$ cat config.mk
export PLATFORM = sky130hd
export DESIGN_NAME = bmpbound
export DESIGN_NICKNAME = d
export VERILOG_FILES = /design/src/rtl/bmpbound.sv
export SDC_FILE = /design/constraint.sdc
export NUM_CORES = 1
export LEC_CHECK = 0
export CORE_ASPECT_RATIO = 0.9
export CORE_UTILIZATION = 40
export CTS_CLUSTER_SIZE = 14
export DETAILED_ROUTE_END_ITERATION = 10
export PLACE_DENSITY = 0.91
export SLEW_MARGIN = 10
export SYNTH_ARGS = -nofsm -noshare
export SYNTH_HDL_FRONTEND = slang
export SYNTH_SLANG_ARGS = --single-unit
$ cat constraint.sdc
create_clock -name clk -period 4.9 [get_ports clk]
set_input_delay 0.49 -clock clk [delete_from_list [all_inputs] [get_ports clk]]
set_output_delay 0.49 -clock clk [all_outputs]
set_load 0.01 [all_outputs]
$ cat src/rtl/bmpbound.sv
// Bounding-box scan of the 24x64 compare bitmap via the bitmap register's request/ready slices.
// Optional handshake timeout (err port, per-WAIT 3-bit counter) is enabled by defining BMPBOUND_TIMEOUT_EN.
`timescale 1ns/1ps
module bmpbound (
  input  logic        clk,
  input  logic        rst,
  input  logic        alustart,
  input  logic [63:0] columnout,
  input  logic [23:0] toprowout,
  input  logic [23:0] botrowout,
  input  logic        colready,
  input  logic        rowtopready,
  input  logic        rowbotready,
  output logic        nextcol,
  output logic        nextrowtop,
  output logic        nextrowbot,
  output logic        lastrowtop,
  output logic        lastrowbot,
  output logic        busy,
  output logic        done,
  output logic        empty,
  output logic [5:0]  toprow,
  output logic [5:0]  botrow,
  output logic [4:0]  colhi,
  output logic [4:0]  collo,
  output logic [4:0]  colcnt
`ifdef BMPBOUND_TIMEOUT_EN
  , output logic      err
`endif
);
  localparam logic [2:0] IDLE    = 3'd0;
  localparam logic [2:0] TOPREQ  = 3'd1;
  localparam logic [2:0] TOPWAIT = 3'd2;
  localparam logic [2:0] BOTREQ  = 3'd3;
  localparam logic [2:0] BOTWAIT = 3'd4;
  localparam logic [2:0] COLREQ  = 3'd5;
  localparam logic [2:0] COLWAIT = 3'd6;
  localparam logic [2:0] DONE    = 3'd7;

  logic [2:0] state, nstate;
  logic [5:0] rowidx;
  logic [4:0] colidx;
  logic       smp, hit, last, tmo_hit;
`ifdef BMPBOUND_TIMEOUT_EN
  logic [2:0] tmo;
`endif

  always_comb begin
    nstate = state;
    smp    = 1'b0;
    hit    = 1'b0;
    last   = 1'b0;
    case (state)
      TOPREQ:  nstate = TOPWAIT;
      TOPWAIT: if (rowtopready) begin
        smp    = 1'b1;
        hit    = |toprowout;
        last   = (rowidx == 6'd0);
        nstate = hit ? BOTREQ : (last ? DONE : TOPREQ);
      end
      BOTREQ:  nstate = BOTWAIT;
      BOTWAIT: if (rowbotready) begin
        smp    = 1'b1;
        hit    = |botrowout;
        last   = (rowidx == 6'd63);
        nstate = (hit || last) ? COLREQ : BOTREQ;
      end
      COLREQ:  nstate = COLWAIT;
      COLWAIT: if (colready) begin
        smp    = 1'b1;
        hit    = |columnout;
        last   = (colidx == 5'd0);
        nstate = last ? DONE : COLREQ;
      end
      DONE:    nstate = IDLE;
      default: nstate = IDLE;
    endcase
`ifdef BMPBOUND_TIMEOUT_EN
    tmo_hit = (state == TOPWAIT || state == BOTWAIT || state == COLWAIT) && !smp && (tmo == 3'd7);
    if (tmo_hit) nstate = DONE;
`else
    tmo_hit = 1'b0;
`endif
    // a new bitmap always wins, aborting whatever scan is in flight
    if (alustart) nstate = TOPREQ;
  end

  always_ff @(posedge clk or posedge rst) begin
    if (rst) begin
      state      <= IDLE;
      nextcol    <= 1'b0;
      nextrowtop <= 1'b0;
      nextrowbot <= 1'b0;
      lastrowtop <= 1'b1;
      lastrowbot <= 1'b1;
      busy       <= 1'b0;
      done       <= 1'b0;
      empty      <= 1'b0;
      toprow     <= '0;
      botrow     <= '0;
      colhi      <= '0;
      collo      <= '0;
      colcnt     <= '0;
      rowidx     <= '0;
      colidx     <= '0;
`ifdef BMPBOUND_TIMEOUT_EN
      err        <= 1'b0;
      tmo        <= '0;
`endif
    end else begin
      state      <= nstate;
      nextrowtop <= (nstate == TOPREQ);
      nextrowbot <= (nstate == BOTREQ);
      nextcol    <= (nstate == COLREQ);
      lastrowtop <= !(nstate == TOPREQ || nstate == TOPWAIT);
      lastrowbot <= !(nstate == BOTREQ || nstate == BOTWAIT);
      busy       <= (nstate != IDLE);
      done       <= (state == DONE) && !alustart;
`ifdef BMPBOUND_TIMEOUT_EN
      tmo <= (smp || !(state == TOPWAIT || state == BOTWAIT || state == COLWAIT)) ? 3'd0 : tmo + 3'd1;
`endif
      if (alustart) begin
        empty  <= 1'b0;
        toprow <= '0;
        botrow <= '0;
        colhi  <= '0;
        collo  <= '0;
        colcnt <= '0;
        rowidx <= 6'd63;
        colidx <= 5'd23;
`ifdef BMPBOUND_TIMEOUT_EN
        err    <= 1'b0;
`endif
      end else if (tmo_hit) begin
        empty  <= 1'b0;
        toprow <= '0;
        botrow <= '0;
        colhi  <= '0;
        collo  <= '0;
        colcnt <= '0;
`ifdef BMPBOUND_TIMEOUT_EN
        err    <= 1'b1;
`endif
      end else if (smp) begin
        case (state)
          TOPWAIT:
            if (hit) begin
              toprow <= rowidx;
              rowidx <= 6'd0;
            end else if (last) empty <= 1'b1;
            else rowidx <= rowidx - 6'd1;
          BOTWAIT:
            if (hit) botrow <= rowidx;
            else if (!last) rowidx <= rowidx + 6'd1;
          COLWAIT: begin
            if (hit) begin
              colcnt <= colcnt + 5'd1;
              collo  <= colidx;
              // colcnt still zero means this is the first occupied column
              if (colcnt == 5'd0) colhi <= colidx;
            end
            if (!last) colidx <= colidx - 5'd1;
          end
          default: ;
        endcase
      end
    end
  end
endmodule

======== After elaboration in Yosys (flattened, before gate mapping) ========
Cells that the tools add are included.
cells by class
  add/sub/neg operators ................... 4
  eq/ne operators ......................... 18
  muxes and demuxes ....................... 57
  reductions and logical operators ........ 29
operator list
  cell                                                                   count
  5-bit 2-to-1 mux                                                       17
  6-bit 2-to-1 mux                                                       13
  64-bit OR reduction                                                    1
  24-bit OR reduction                                                    2
  3-bit 2-to-1 mux                                                       7
  3-bit equality test, second input constant                             6
  3-bit case mux with 6 select lines                                     1
  1-bit 2-to-1 mux                                                       14
  2-bit nonzero test                                                     7
  3-bit by 2-bit equality test with 1-bit output, second input constant  4
  6-bit case mux with 2 select lines                                     1
  3-bit AND reduction                                                    4
  5-bit logical NOT                                                      2
  1-bit case mux with 3 select lines                                     3
  4-bit AND reduction                                                    2
  6-bit by 1-bit adder with 6-bit output, second input constant          1
  3-bit by 1-bit equality test with 1-bit output, second input constant  2
  6-bit equality test, second input constant                             1
  6-bit logical NOT                                                      1
  3-bit != test, second input constant                                   2
  3-bit nonzero test                                                     2
  6-bit by 1-bit subtractor with 6-bit output, second input constant     1
  5-bit by 1-bit adder with 5-bit output, second input constant          1
  5-bit AND reduction                                                    1
  other kinds (7)                                                        12
word-level totals
  flip-flop bits (word level) ............. 49
  input bits .............................. 118
  output and inout port bits .............. 35
  logic and storage cells ................. 124

======== Logic depth before layout (Yosys ltp) ========
Gate-level depths: netlist of the first run.
  depth in word-level cells ............... 9
  mapped depth ............................ 9
  gate-level depth less buffers ........... 8

======== Worst setup path before layout of the first run ========
OpenSTA, ideal clock, no wires.
  kind .................................... input to register
  from .................................... in botrowout[4]
  to ...................................... reg rowidx[0]
  setup time .............................. 125 ps
  arrival ................................. 2137 ps
  data required time ...................... 4775 ps
  setup slack ............................. 2638 ps
  stages .................................. 7
  buffers on the path ..................... 1
  cells stage by stage .................... or4_4 -> nor2_4 -> a21oi_2 -> o311ai_4 -> and2_1 -> buf_6 -> mux2_4
between the ends
  word-level cells in the longest chain between the ends .. 7
  elaborated cells on any way between the ends .. 10
  classes of those cells .................. eq/ne: 2; mux: 6; reduce/logical: 2
ends and longest elaborated chain
  item                                  RTL line  source
  start, declared                       10        input logic [23:0] botrowout,
  24-bit OR reduction *                 64        hit = |botrowout;
  1-bit 2-to-1 mux *                    62        BOTWAIT: if (rowbotready) begin
  1-bit case mux with 3 select lines *  53        case (state)
  6-bit 2-to-1 mux                      147       if (hit) begin
  6-bit case mux with 2 select lines    145       case (state)
  6-bit 2-to-1 mux                      144       end else if (smp) begin
  6-bit 2-to-1 mux                      122       if (alustart) begin
  end signal, assigned                  151       else rowidx <= rowidx - 6'd1;
  end signal, assigned                  154       else if (!last) rowidx <= rowidx + 6'd1;
  end, declared                         41        logic [5:0] rowidx;
Every way passes the cells marked *; elsewhere a longest branch is shown, timed or not. The select of a mux whose other input is x is not followed.
A chain may end at the register's enable or synchronous reset.

======== Worst setup path after layout of the first run ========
  from .................................... in toprowout[12]
  to ...................................... reg rowidx[0]
between the ends
  word-level cells in the longest chain between the ends .. 7
  elaborated cells on any way between the ends .. 10
  classes of those cells .................. eq/ne: 2; mux: 6; reduce/logical: 2
ends and longest elaborated chain
  item                                  RTL line  source
  start, declared                       9         input logic [23:0] toprowout,
  24-bit OR reduction *                 57        hit = |toprowout;
  1-bit 2-to-1 mux *                    55        TOPWAIT: if (rowtopready) begin
  1-bit case mux with 3 select lines *  53
  6-bit 2-to-1 mux                      147
  6-bit case mux with 2 select lines    145
  6-bit 2-to-1 mux                      144
  6-bit 2-to-1 mux                      122
Marked as above.

==> results of run 1 <==
==> area by class of cell <==
cell class / count / area, µm²
Timing Repair Buffer: 153 / 1530
Multi-Input combinational cell: 230 / 1580
Sequential cell: 49 / 1230
Clock buffer: 6 / 82.6
Fill cell: 585 / 2470
Clock inverter: 2 / 13.8
Inverter: 13 / 48.8
Tap cell: 93 / 116
==> cell families (layout without fill, tap and decap cells) <==
| logic type | after synthesis | count (layout) | synth area share |
|---|---|---|---|
| flip-flops | 49 | 49 | 0.418 |
| XOR/XNOR | 8 | 8 | 0.0239 |
| AND/OR/NAND/NOR | 141 | 141 | 0.283 |
| buffers and inverters | 27 | 174 | 0.0430 |
| AO/OA/AOI/OAI | 61 | 61 | 0.154 |
| multiplexers | 13 | 13 | 0.0481 |
| adder cells (fa/ha/maj) | 7 | 7 | 0.0298 |
==> through the flow <==
step                area, µm²  utilization  total power [W]
floorplan                2940            -         0.000558
global placement         4510        0.637         0.000688
detailed placement       4510        0.637         0.000693
CTS                      4600        0.650         0.000944
global route             4600        0.650         0.000981
finish                   4600        0.650         0.000942
==> cell usage after synthesis, types with 2 or more instances <==
cell type,n
sky130_fd_sc_hd__dfrtp_1,47
sky130_fd_sc_hd__nor2_1,37
sky130_fd_sc_hd__nor4_1,28
sky130_fd_sc_hd__a21oi_1,17
sky130_fd_sc_hd__inv_1,12
sky130_fd_sc_hd__nand3_1,12
sky130_fd_sc_hd__mux2i_1,10
sky130_fd_sc_hd__nand4_1,9
sky130_fd_sc_hd__nor3_1,9
sky130_fd_sc_hd__o21ai_0,9
sky130_fd_sc_hd__xnor2_1,8
sky130_fd_sc_hd__clkbuf_1,7
sky130_fd_sc_hd__ha_1,7
sky130_fd_sc_hd__nand2_1,6
sky130_fd_sc_hd__and2_1,5
sky130_fd_sc_hd__or3_1,5
sky130_fd_sc_hd__a22o_1,4
sky130_fd_sc_hd__nor3b_1,4
sky130_fd_sc_hd__o211ai_1,4
sky130_fd_sc_hd__a21o_1,3
sky130_fd_sc_hd__a31oi_1,3
sky130_fd_sc_hd__and3_1,3
sky130_fd_sc_hd__a32o_1,2
sky130_fd_sc_hd__and4_1,2
sky130_fd_sc_hd__buf_2,2
sky130_fd_sc_hd__buf_4,2
sky130_fd_sc_hd__buf_6,2
sky130_fd_sc_hd__dfstp_2,2
sky130_fd_sc_hd__mux2_4,2
sky130_fd_sc_hd__nand2b_1,2
sky130_fd_sc_hd__nor2b_1,2
sky130_fd_sc_hd__o21ai_1,2
sky130_fd_sc_hd__o221ai_1,2
sky130_fd_sc_hd__or4_4,2
==> worst max-delay path: cells and delay by family <==
family,cells,cell delay [ns]
and+or+nand+nor,3,1.02
muxes,1,0.33
buffers and inverters,1,0.40
AOI/OAI and AO/OA,2,0.59
==> report_power, final <==
| group | total, W | switching [W] | internal (W) |
|---|---|---|---|
| clock | 0.000252 | 0.000138 | 0.000115 |
| sequential | 0.000452 | 0.0000291 | 0.000422 |
| combinational | 0.000238 | 0.0000929 | 0.000145 |
| total | 0.000942 | 0.000260 | 0.000682 |
==> cells in the final DEF, fill, tap and decap left out, types with 2 or more instances in the layout <==
cell type	netlist	routed
sky130_fd_sc_hd__clkdlybuf4s50_1	0	152
sky130_fd_sc_hd__dfrtp_1	47	47
sky130_fd_sc_hd__nor2_1	37	37
sky130_fd_sc_hd__nor4_1	28	28
sky130_fd_sc_hd__a21oi_1	17	17
sky130_fd_sc_hd__nand3_1	12	12
sky130_fd_sc_hd__inv_1	12	11
sky130_fd_sc_hd__mux2i_1	10	10
sky130_fd_sc_hd__nand4_1	9	9
sky130_fd_sc_hd__nor3_1	9	9
sky130_fd_sc_hd__o21ai_0	9	9
sky130_fd_sc_hd__xnor2_1	8	8
sky130_fd_sc_hd__ha_1	7	7
sky130_fd_sc_hd__nand2_1	6	6
sky130_fd_sc_hd__clkbuf_8	0	6
sky130_fd_sc_hd__and2_1	5	5
sky130_fd_sc_hd__or3_1	5	5
sky130_fd_sc_hd__o211ai_1	4	4
sky130_fd_sc_hd__a22o_1	4	4
sky130_fd_sc_hd__nor3b_1	4	4
sky130_fd_sc_hd__a21o_1	3	3
sky130_fd_sc_hd__and3_1	3	3
sky130_fd_sc_hd__a31oi_1	3	3
sky130_fd_sc_hd__or4_4	2	2
sky130_fd_sc_hd__a32o_1	2	2
sky130_fd_sc_hd__nand2b_1	2	2
sky130_fd_sc_hd__o21ai_1	2	2
sky130_fd_sc_hd__and4_1	2	2
sky130_fd_sc_hd__nor2b_1	2	2
sky130_fd_sc_hd__mux2_4	2	2
sky130_fd_sc_hd__o221ai_1	2	2
sky130_fd_sc_hd__dfstp_2	2	2
==> per-layer routing <==
layer  part of all wire  routed length (µm)  vias up  global-route usage
met5                  0                   0        -                   0
met4              0.013                 124        0              0.0497
met3               0.10                 946       12              0.0595
met2               0.51                4720      170               0.436
met1               0.37                3440     1485               0.281
li1                   -                   -     1446                   -
==> state kept, by name, summed over array words and instances (netlist names), 3 cells and up <==
register,cells
colhi,5
collo,5
botrow,6
state,3
colidx,5
colcnt,5
rowidx,6
toprow,6
==> worst max-delay path by stage <==
stage | cells after the start | to | slack [ns]
2_1_floorplan | 7 | rowidx[0] | 2.64
3_3_place_gp | 7 | rowidx[0] | 2.00
3_5_place_dp | 7 | rowidx[0] | 1.95
4_1_cts | 7 | rowidx[0] | 2.26
5_1_grt | 7 | rowidx[0] | 2.15
6_report | 7 | rowidx[0] | 2.24
==> implementation parameters, run 1 <==
Parameter                              Value

STA
  Worst hold slack    0.511 ns
  Final worst path period need    2.66 ns
  Highest achievable clock rate    375 MHz
  Worst Clk Skew    0.0109 ns
  Relative slew slack    0.338
  Final worst slack    2.24 ns
  Setup repair after global routing missed its margin    no
  Number of slew-limit violations in the final report    0
  Hold violation count in the final report    0
  Worst Tran Pin Value    0.992 ns
  Final worst-path cycle share    0.544
  Sum of negative setup slack    0 ns
  # setup viols final    0

Drt
  DR vias/cell    5.70
  Final antenna-violating net count    0
  DRC errors left    0
  Routed length per instance    16.9 µm
  Iteration count of the initial detailed-routing pass    5
  Total wirelength of the detailed-routed design    9.23 mm
  Number of DRC markers in iteration 0    286
  Vias post-DR    3113

Critical path
  Highest fanout seen on the critical path    6
  Register-to-Register Setup Slack    2.47 ns
  List of cells traversed by the critical path    clkdlybuf4s50_1, nor4_1, and4_1, a21oi_1, o311ai_4, and2_1, mux2_4
  Endpoint kind of the worst setup timing path    flop
  Worst setup path start    toprowout[12]
  Critical setup path kind    primary input to flop
  Startpoint type of the worst setup path    primary input
  Worst R2R End    rowidx[0]
  Cell with the biggest individual delay on the critical path    sky130_fd_sc_hd__clkdlybuf4s50_1
  Launch point of the worst reg-to-reg path    rowidx[5]
  Critical Path AT    2.84 ns
  Required time of the critical path    5.08 ns
  Worst R2R Path Depth    6
  CP max stage delay    0.40 ns

Die
  Effective utilization at floorplan    0.415
  Placeable core region    7080 µm²
  I/O pins    153
  DIE AREA    7690 µm²
  Number of placement rows    29
  Height of the die    83.3 µm
  Horiz. Die Dim    92.3 µm

Global routing
  Remaining global-route overflow    0
  Pin count of the biggest net entering global routing    50
  Number of global-route vias before repair    3055
  Wire length of the first global-routing pass    14.6 mm
  Antenna violations before repair    0
  Global Route Usage Sum    0.239

Placed design
  HPWL after DPL    7.29 mm
  Pre-CTS WS    1.95 ns
  Gpl congestion    0.957
  Placed Instances    538
  Count of input and output buffers    152

CTS
  Clock tree root buffer cell    sky130_fd_sc_hd__clkbuf_8
  Maximum number of buffers from clock root to sink    2
  Post-cts hold buffer count    0
  Number of setup buffers added after CTS    0
  Clock latency reported for the late side of the worst-skew pair    0.30 ns
  Clock tree from TritonCTS    yes
  Total number of H-tree levels    2
  CTS Buf Count    5
  TritonCTS sink count    49
  Quantity of gates resized following cts    0
  Clock slew seen by the registers of the worst setup and hold paths    0.09 ns

Layout
  Layout cells sized above 1    0.0706
  Post-route non-filler standard cell count    546
  Total Nets Final    577
  Signed area change from the synthesized netlist to the final layout    56.6%
  ANT cells    0

Worst hold path
  Worst min path class    flop to flop
  Startpoint of the most critical hold path    empty
  Hold EP    empty
  Cells on Worst Hold Path    2

Power
  Reported leakage power    1.85 nW
  Pwr dens    205 nW/µm²
  Maximum vdd ir drop    0.000155 V

Synthesis
  Mapped Nets    431
  Mapped Cells    306
  Top cell type's share of synthesized area    0.400
  Top cells by area in the synthesized netlist    sky130_fd_sc_hd__dfrtp_1, sky130_fd_sc_hd__nor4_1, sky130_fd_sc_hd__nor2_1
  Count of flip-flops with a built-in enable after synthesis    0
  Syn avg cell area    9.60 µm²
  Sequential share of the synthesized area    0.418
  Number of distinct standard cells referenced by the synthesized netlist    67
  Async set-reset flop share out of synthesis    1.00
  Most used DFF post-synth    sky130_fd_sc_hd__dfrtp_1
  Number of warning messages in the yosys log    0
  Cell accounting for the most synthesized area    sky130_fd_sc_hd__dfrtp_1
  Synthesis-stage register bit count    49
  Combined area of all synthesized cells    2940 µm²

Job
  Max-cap violations    0

Outcome
  Run status    finished clean
No activity file was read; power rests on OpenSTA's default activity.
==> inputs of run 2 (changes only) <==
==> constraint.sdc (replaced) <==
create_clock -name clk -period 2.5 [get_ports clk]
set_input_delay 0.25 -clock clk [delete_from_list [all_inputs] [get_ports clk]]
set_output_delay 0.25 -clock clk [all_outputs]
set_load 0.01 [all_outputs]
==> run 2 against run 1 <==
  * Critical path depth stayed put
  * Wire length is 7.7% higher
  * Largest cell class is now non-clock buffers
  * Clock-buffer cell count stayed put
  * Die area stayed put
  * Global-route usage is 2.4 points higher
  * First-iteration DRC count is 1.7% higher
  * Final cell count is 4.4% higher
  * Hold slack worse by 0.20 ns
  * Via count is 4.1% higher
  * Power is 100% higher
==> implementation parameters, run 2 (same netlist as run 1, synthesis figures left out) <==
Parameter                              Value

Critical path
  Worst R2R Path Depth    6
  Launch point of the worst reg-to-reg path    state[0]
  CP max stage delay    0.40 ns
  Startpoint type of the worst setup path    primary input
  Critical Path AT    2.36 ns
  Worst R2R End    rowidx[0]
  Endpoint kind of the worst setup timing path    flop
  Required time of the critical path    2.68 ns
  Register-to-Register Setup Slack    0.33 ns
  Critical setup path kind    primary input to flop
  Highest fanout seen on the critical path    3
  List of cells traversed by the critical path    clkdlybuf4s50_1, nor4_1, and4_1, a21oi_1, o311ai_4, and2_1, mux2_4
  Cell with the biggest individual delay on the critical path    sky130_fd_sc_hd__clkdlybuf4s50_1

Job
  Max-cap violations    0

Power
  Design Power    0.00189 W
  Reported leakage power    1.97 nW
  Pwr dens    396 nW/µm²
  Maximum vdd ir drop    0.000353 V

STA
  Worst Clk Skew    0.0130 ns
  Worst hold slack    0.314 ns
  Final worst path period need    2.17 ns
  Highest achievable clock rate    460 MHz
  Setup repair after global routing missed its margin    no
  Final worst-path cycle share    0.869
  Relative slew slack    0.432
  Number of slew-limit violations in the final report    0
  # setup viols final    0
  Sum of negative setup slack    0 ns
  Final worst slack    0.328 ns
  Hold violation count in the final report    0
  Worst Tran Pin Value    0.840 ns

Drt
  Routed length per instance    17.4 µm
  Iteration count of the initial detailed-routing pass    5
  DRC errors left    0
  DR vias/cell    5.69
  Final antenna-violating net count    0
  Total wirelength of the detailed-routed design    9.94 mm
  Number of DRC markers in iteration 0    291
  Vias post-DR    3241

Global routing
  Remaining global-route overflow    0
  Number of global-route vias before repair    3291
  Wire length of the first global-routing pass    16.0 mm
  Antenna violations before repair    0
  Global Route Usage Sum    0.264
  Pin count of the biggest net entering global routing    29

Placed design
  Gpl congestion    0.928
  HPWL after DPL    7.81 mm
  Count of input and output buffers    152
  Pre-CTS WS    0.0573 ns

CTS
  Number of setup buffers added after CTS    0
  Post-cts hold buffer count    0
  Clock latency reported for the late side of the worst-skew pair    0.31 ns
  Maximum number of buffers from clock root to sink    2
  Quantity of gates resized following cts    0
  Clock tree root buffer cell    sky130_fd_sc_hd__clkbuf_8
  TritonCTS sink count    49
  CTS Buf Count    5
  Clock slew seen by the registers of the worst setup and hold paths    0.10 ns
  Total number of H-tree levels    2
  Clock tree from TritonCTS    yes

Die
  Horiz. Die Dim    92.3 µm
  I/O pins    153
  Placeable core region    7080 µm²
  Height of the die    83.3 µm
  DIE AREA    7690 µm²
  Effective utilization at floorplan    0.415
  Number of placement rows    29

Layout
  ANT cells    0
  Signed area change from the synthesized netlist to the final layout    62.8%
  Layout cells sized above 1    0.117
  Registers with the most flip-flops    botrow x6, rowidx x6, toprow x6
  Most common cell after layout, fill and taps aside    sky130_fd_sc_hd__clkdlybuf4s50_1
  Total Nets Final    601
  Commonest cells after routing, fill and taps aside    sky130_fd_sc_hd__clkdlybuf4s50_1, sky130_fd_sc_hd__dfrtp_1, sky130_fd_sc_hd__nor2_1, sky130_fd_sc_hd__nor4_1, sky130_fd_sc_hd__buf_4

Worst hold path
  Worst min path class    primary input to asynchronous set/reset pin

Outcome
  Run status    finished clean
run 2: critical path: cells and delay by family:
kind | cells | cell delay [ns]
multiplexers | 1 | 0.33
AO/OA/AOI/OAI | 2 | 0.44
buffers and inverters | 1 | 0.40
AND/OR/NAND/NOR | 3 | 0.95
run 2: power by group:
group	total, W	internal, W	switching (W)	leakage (nW)
Sequential	0.000862	0.000828	0.0000340	0.620
Clock	0.000503	0.000225	0.000278	0.0512
Combinational	0.000528	0.000308	0.000220	1.29
run 2: worst max-delay path by stage:
stage / startpoint / endpoint / slack [ns] / cells after the start
5_1_grt: toprowout[12] / rowidx[0] / 0.19 / 7
3_5_place_dp: toprowout[12] / rowidx[1] / 0.06 / 7
6_report: toprowout[1] / rowidx[0] / 0.33 / 7
4_1_cts: toprowout[12] / rowidx[0] / 0.32 / 7
2_1_floorplan: botrowout[4] / rowidx[0] / 0.48 / 7
3_3_place_gp: botrowout[4] / rowidx[1] / 0.11 / 7
run 2: routing by layer:
| layer | routed length (µm) | vias to the layer above | part of all wire | track usage |
|---|---|---|---|---|
| met1 | 3750 | 1545 | 0.38 | 0.309 |
| li1 | - | 1500 | - | - |
| met3 | 907 | 20 | 0.091 | 0.0668 |
| met5 | 0 | - | 0 | 0 |
| met4 | 213 | 0 | 0.021 | 0.0866 |
| met2 | 5070 | 176 | 0.51 | 0.465 |
run 2: through the flow:
step                cells  utilization  instance area, µm²
CTS                   570        0.676                4780
global route          570        0.676                4780
floorplan             306            -                2940
global placement      562        0.662                4690
finish                570        0.676                4780
detailed placement    562        0.662                4690
run 2: layout make-up:
| cell class | count | area, µm² |
|---|---|---|
| Clock inverter | 2 | 13.8 |
| Inverter | 13 | 48.8 |
| Fill cell | 548 | 2290 |
| Clock buffer | 6 | 82.6 |
| Tap cell | 93 | 116 |
| Sequential cell | 49 | 1230 |
| Timing Repair Buffer | 177 | 1710 |
| Multi-Input combinational cell | 230 | 1580 |
